$ cat src/rtl/seq_detector_param.sv
// Serial pattern detector with a runtime-loadable WIDTH-bit pattern, optional overlap,
// a registered one-cycle match pulse and a saturating match counter.
module seq_detector_param #(
   parameter int WIDTH   = 3,
   parameter int COUNT_W = 8
) (
   input  logic                          clk,
   input  logic                          reset,
   input  logic                          en,
   input  logic                          a,
   input  logic                          load,
   input  logic [WIDTH-1:0]              pattern_in,
   input  logic                          overlap,
   input  logic                          clear_count,
   output logic [$clog2(WIDTH+1)-1:0]    fill,
   output logic                          match,
   output logic [COUNT_W-1:0]            match_count
);

   localparam int                 FILL_W      = $clog2(WIDTH + 1);
   localparam logic [FILL_W-1:0]  FILL_MAX    = FILL_W'(WIDTH);
   localparam logic [WIDTH-1:0]   PATTERN_RST = {1'b0, {(WIDTH-1){1'b1}}};
   localparam logic [COUNT_W-1:0] COUNT_MAX   = {COUNT_W{1'b1}};

   logic [WIDTH-1:0]   r_pattern;
   logic [WIDTH-1:0]   r_history;
   logic [FILL_W-1:0]  r_fill;
   logic               r_match;
   logic [COUNT_W-1:0] r_count;

   logic [WIDTH-1:0]   w_history_next;
   logic [FILL_W-1:0]  w_fill_next;
   logic               w_sample;
   logic               w_hit;

   // A load cycle discards the sample, so only en-without-load can produce a hit.
   assign w_sample       = en && !load;
   assign w_history_next = {r_history[WIDTH-2:0], a};
   assign w_fill_next    = (r_fill == FILL_MAX) ? r_fill : r_fill + FILL_W'(1);
   assign w_hit          = w_sample && (w_fill_next == FILL_MAX) && (w_history_next == r_pattern);

   always_ff @(posedge clk or negedge reset) begin
      if (!reset) begin
         r_pattern <= PATTERN_RST;
         r_history <= '0;
         r_fill    <= '0;
         r_match   <= 1'b0;
         r_count   <= '0;
      end else begin
         // NOTE: non-blocking assignments keep every flop reading pre-edge values, so block order is irrelevant.
         r_match <= w_hit;

         if (load) begin
            r_pattern <= pattern_in;
            r_history <= '0;
            r_fill    <= '0;
         end else if (en) begin
            r_history <= w_history_next;
            r_fill    <= (w_hit && !overlap) ? '0 : w_fill_next;
         end

         if (clear_count) begin
            r_count <= '0;
         end else if (w_hit && (r_count != COUNT_MAX)) begin
            r_count <= r_count + COUNT_W'(1);
         end
      end
   end

   assign fill        = r_fill;
   assign match       = r_match;
   assign match_count = r_count;

endmodule
$ cat config.mk
export PLATFORM = sky130hd
export DESIGN_NAME = seq_detector_param
export DESIGN_NICKNAME = d
export VERILOG_FILES = /design/src/rtl/seq_detector_param.sv
export SDC_FILE = /design/constraint.sdc
export NUM_CORES = 1
export LEC_CHECK = 0
export CORE_MARGIN = 1.5
export CORE_UTILIZATION = 35
export CTS_BUF_LIST = sky130_fd_sc_hd__clkbuf_16
export DETAILED_ROUTE_END_ITERATION = 16
export GPL_ROUTABILITY_DRIVEN = 0
export HOLD_SLACK_MARGIN = 0.06
export PLACE_DENSITY_LB_ADDON = 0.1
export SLEW_MARGIN = 0
export SYNTH_ARGS = -nofsm -noshare
export SYNTH_HDL_FRONTEND = slang
export SYNTH_SLANG_ARGS = --single-unit
export TNS_END_PERCENT = 5
$ cat constraint.sdc
create_clock -name clk -period 1.4 [get_ports clk]
set_input_delay 0.35 -clock clk [delete_from_list [all_inputs] [get_ports clk]]
set_output_delay 0.35 -clock clk [all_outputs]
set_load 0.01 [all_outputs]
; After elaboration in Yosys (flattened, before gate mapping)
; Cells that the tools add are included.
[word_totals]
output_inout_bits = 11
regBits = 16
inputBits = 10
[classes]
n_eq_ne = 4
add_sub_neg = 2
muxes = 8
reduce_logical = 9
[op_table]
columns = cell, count
row1 = $mux 8, 2
row2 = $mux 2, 6
row3 = $add 8x1->8 const B, 1
row4 = $ne 8x8->1 const B, 1
row5 = $logic_and 1x1->1, 5
row6 = $eq 2x2->1 const B, 2
row7 = $reduce_bool 2->1, 2
row8 = $eq 3x3->1, 1
row9 = $add 2x1->2 const B, 1
row10 = $logic_not 1->1, 2

; Logic depth before layout (Yosys ltp)
[depth]
ltp_word = 9
ltp_mapped = 7
mapped_depth_nobuf = 5

; Worst setup path before layout
; No wires, ideal clock.
[synth_path]
path_type = register -> register
start = reg r_count[0] (netlist: match_count[0])
end = reg r_count[1] (netlist: match_count[1])
period_less_slack_ps = 1580
arrival_time_ps = 1461
setup_time_ps = 119
stages_incl_launch_ff = 6
n_path_buf = 0
slack_ps = -180
required_ps = 1281
cell_sequence = dfrtp_1 -> ha_1 -> nand2_1 -> nor3_1 -> nor3b_1 -> o21ba_2
[synth_between]
elab_chain_cells = 3
elab_cells_between_ends = 6
[synth_lines]
columns = item, line
row1 = start: declaration, 29  ; logic [COUNT_W-1:0] r_count;
row2 = start signal: assignment, 65  ; r_count <= r_count + COUNT_W'(1);
row3 = $add 8x1->8 / $ne 8x8->1 (equally long branches), "65, 64"
row4 = $mux 8 / $logic_and 1x1->1 (equally long branches), 64  ; end else if (w_hit && (r_count != COUNT_MAX)) begin
row5 = $mux 8 / $reduce_bool 2->1 (equally long branches), n/a
; Parallel ways exist; a longest one is shown, timed or not. The select of a mux whose other input is x is not followed.
; A chain may end at the register's enable or synchronous reset.

; Final worst setup path
[layout_path]
start = reg r_pattern[1]
end = reg r_count[4] (netlist: match_count[4])
[layout_between]
elab_chain_cells = 4
[layout_lines]
columns = item, line
row1 = start: declaration, 25  ; logic [WIDTH-1:0] r_pattern;
row2 = start signal: assignment, 54  ; r_pattern <= pattern_in;
row3 = $eq 3x3->1, 40  ; assign w_hit = w_sample && (w_fill_next == FILL_MAX) && (w_history_next == r_pattern);
row4 = $logic_and 1x1->1, 40
row5 = $logic_and 1x1->1, 64
row6 = $reduce_bool 2->1 (no source line), n/a
; No other way between the ends.

==> impl_results.md <==
- Hold buffer count at CTS: 0
- IO Port Bufs: 20
- Die W: 51.1 um
- Critical Path Fanout Max: 6
- Failing checks: setup timing
- Synth top area cells: dfrtp_1 (43%), dfstp_2 (6.5%), a21oi_1 (4.3%)
- Final-report setup violation count: 8
- DP HPWL: 1270 um
- Mapped cell area: 811 um^2
- Clock root buffer: clkbuf_16
- Initial DRC Count: 12
- Critical path arrival: 1.78 ns
- Routed len/inst: 12.9 um
- Remaining DRCs: 0
- Max Cap Viol: 0
- CTS max path bufs: 2
- Hold WS: 0.418 ns
- Die area: 2610 um^2
- Layout cells sized above 1: 0.350
- Min-delay worst type: in -> async
- Area delta synth->final: 60.8%
- Initial Util: 0.370
- Antenna violations before repair: 0
- Max Clock Skew: 0.00221 ns
- DRT Wirelength: 1910 um
- Least-Margin Pin Slew: 0.343 ns
- Drt first pass iters: 4
- Mapped Nets: 91
- Top post-synthesis cells by count: dfrtp_1 (14), a21oi_1 (7), nand2_1 (7), nor2_1 (6)
- Largest area contributor in the netlist: dfrtp_1
- Layout Nets: 132
- Sink Count: 16
- Setup Crit Path Kind: reg -> reg
- Async SR Flop Fraction: 1.00
- Pwr Density: 902 nW/um^2
- Unrepaired setup endpoints after global routing: true
- Final Util: 0.595
- Vias in the first global route: 709
- Drt via density: 5.14
- DP Area: 1150 um^2
- Grt ovf: 0
- Synthesized flop and latch total: 16
- Fmax: 0.621 GHz
- Maximum number of pins on one net before global-route repair: 17
- Cell count after synthesis: 80
- CTS H-tree depth: 1
- Mean Syn Cell Area: 10.1 um^2
- Final setup TNS: -1.07 ns
- CP Data Required Time: 1.57 ns
- Fin worst setup slack: -0.210 ns
- Outcome: finished with violations
- Core area: 2190 um^2
- Rel. slew slack: 0.771
- Final Critical Period: 1.61 ns
- I/O pin total: 21
- Finished layout cell area: 1300 um^2
- Register area share after synthesis: 0.497
- Post-synth top flop: dfrtp_1
- First-pass GRT wire length: 3150 um
- Place WS: -0.496 ns
- CTS tree: done
- Post-synth EDFFs: 0
- Placement row count: 17
- Die Span Y: 51.1 um
- Worst-skew pair later-pin latency: 0.25 ns
- Max-slew violations: 0
- LEAKAGE: 0.668 nW
- # diodes: 0
- Remaining antenna violation count after routing: 0
- CTS clk-pin slew, worst paths: 0.05 ns
- Period utilization: 1.15
- Most frequent cell after synthesis: dfrtp_1
- CTS Buf Count: 3
- Share of the synthesized area in the top cell type: 0.432
- Worst VDD drop: 0.664 mV
- Fin. Hold Viols: 0
- Crit start category: register
- Synth cell types: 31
- Syn. warnings: 0
- Nature of the critical path endpoint: register
- GRT Overall Usage: 0.168
- Via Count: 761
sequential cells by signal, summed over array words and instances (netlist names):
signal and count:
fill 2, match 1, match_count 8, r_history 2, r_pattern 3
per-stage QoR:
step | total power [mW] | instances
floorplan | 0.554 | 80
global placement | 0.615 | 140
detailed placement | 0.617 | 140
CTS | 1.20 | 148
finish | 1.18 | 148
global route | 1.22 | 148
area by class of cell:
type / instances / area, um^2
Fill cell: 185 / 887
Inverter: 2 / 7.51
Tap cell: 28 / 35.0
Clock inverter: 1 / 3.75
Clock buffer: 3 / 75.1
Timing Repair Buffer: 39 / 343
Multi-Input combinational cell: 59 / 435
Sequential cell: 16 / 404
timing repair:
action	in CTS	in global routing
cloned	1	0
pin swaps	6	4
setup buffers	3	0
setup endpoints to repair	20	13
resized for setup	16	8
worst paths after layout:
| check | from | endpoint | slack (ns) | cells past startpoint |
|---|---|---|---|---|
| setup / recovery | r_pattern[1] | match_count[4] | -0.21 | 5 |
| hold / removal | reset | fill[1] | 0.42 | 2 |
| setup reg to reg | r_pattern[1] | match_count[4] | -0.21 | 5 |
| hold reg to reg | fill[0] | fill[1] | 0.54 | 2 |
| max in group asynchronous | reset | r_pattern[1] | 0.73 | 2 |
| min in group clk | fill[0] | fill[1] | 0.54 | 2 |
layer usage:
layer  global-route usage  wire [um]  share of wire  vias to the layer above
met3               0.0380         81          0.042                        4
met4                0.149         35          0.018                        0
li1                     -          -              -                      372
met5                    0          0              0                        -
met2                0.236        889           0.47                       17
met1                0.213        900           0.47                      368
layout by cell type, fill, tap and decap left out, types with 3 or more instances in the layout:
cell type        count
a21oi_1              6
buf_4               19
clkbuf_16            3
clkdlybuf4s50_1      6
dfrtp_1             13
dlygate4sd2_1        7
dlymetal6s2s_1       5
mux2_2               3
nand2_1              6
nand3_1              3
nor2_1               6
nor3_1               3
critical path: stages (launching register included):
cell,delay (ns)
dfstp_2,0.55
xnor2_2,0.11
nand4_1,0.16
buf_6,0.17
or4_4,0.41
a21oi_2,0.13
cell families (layout without fill, tap and decap cells):
kind of cell,count (synthesis),count (layout),synth area share
multiplexers,5,5,0.0664
XOR/XNOR,3,3,0.0324
flip-flops,16,16,0.497
AND/OR/NAND/NOR,34,34,0.222
buffers and inverters,5,45,0.0339
AO/OA/AOI/OAI,16,16,0.133
adder cells (fa/ha/maj),1,1,0.0154
where the power goes:
group | total [mW] | switching [mW] | internal (mW)
logic | 0.113 | 0.0456 | 0.0675
registers | 0.499 | 0.0151 | 0.484
clock network | 0.563 | 0.184 | 0.379
total | 1.18 | 0.245 | 0.931
Power figures use the tool's default switching activity.
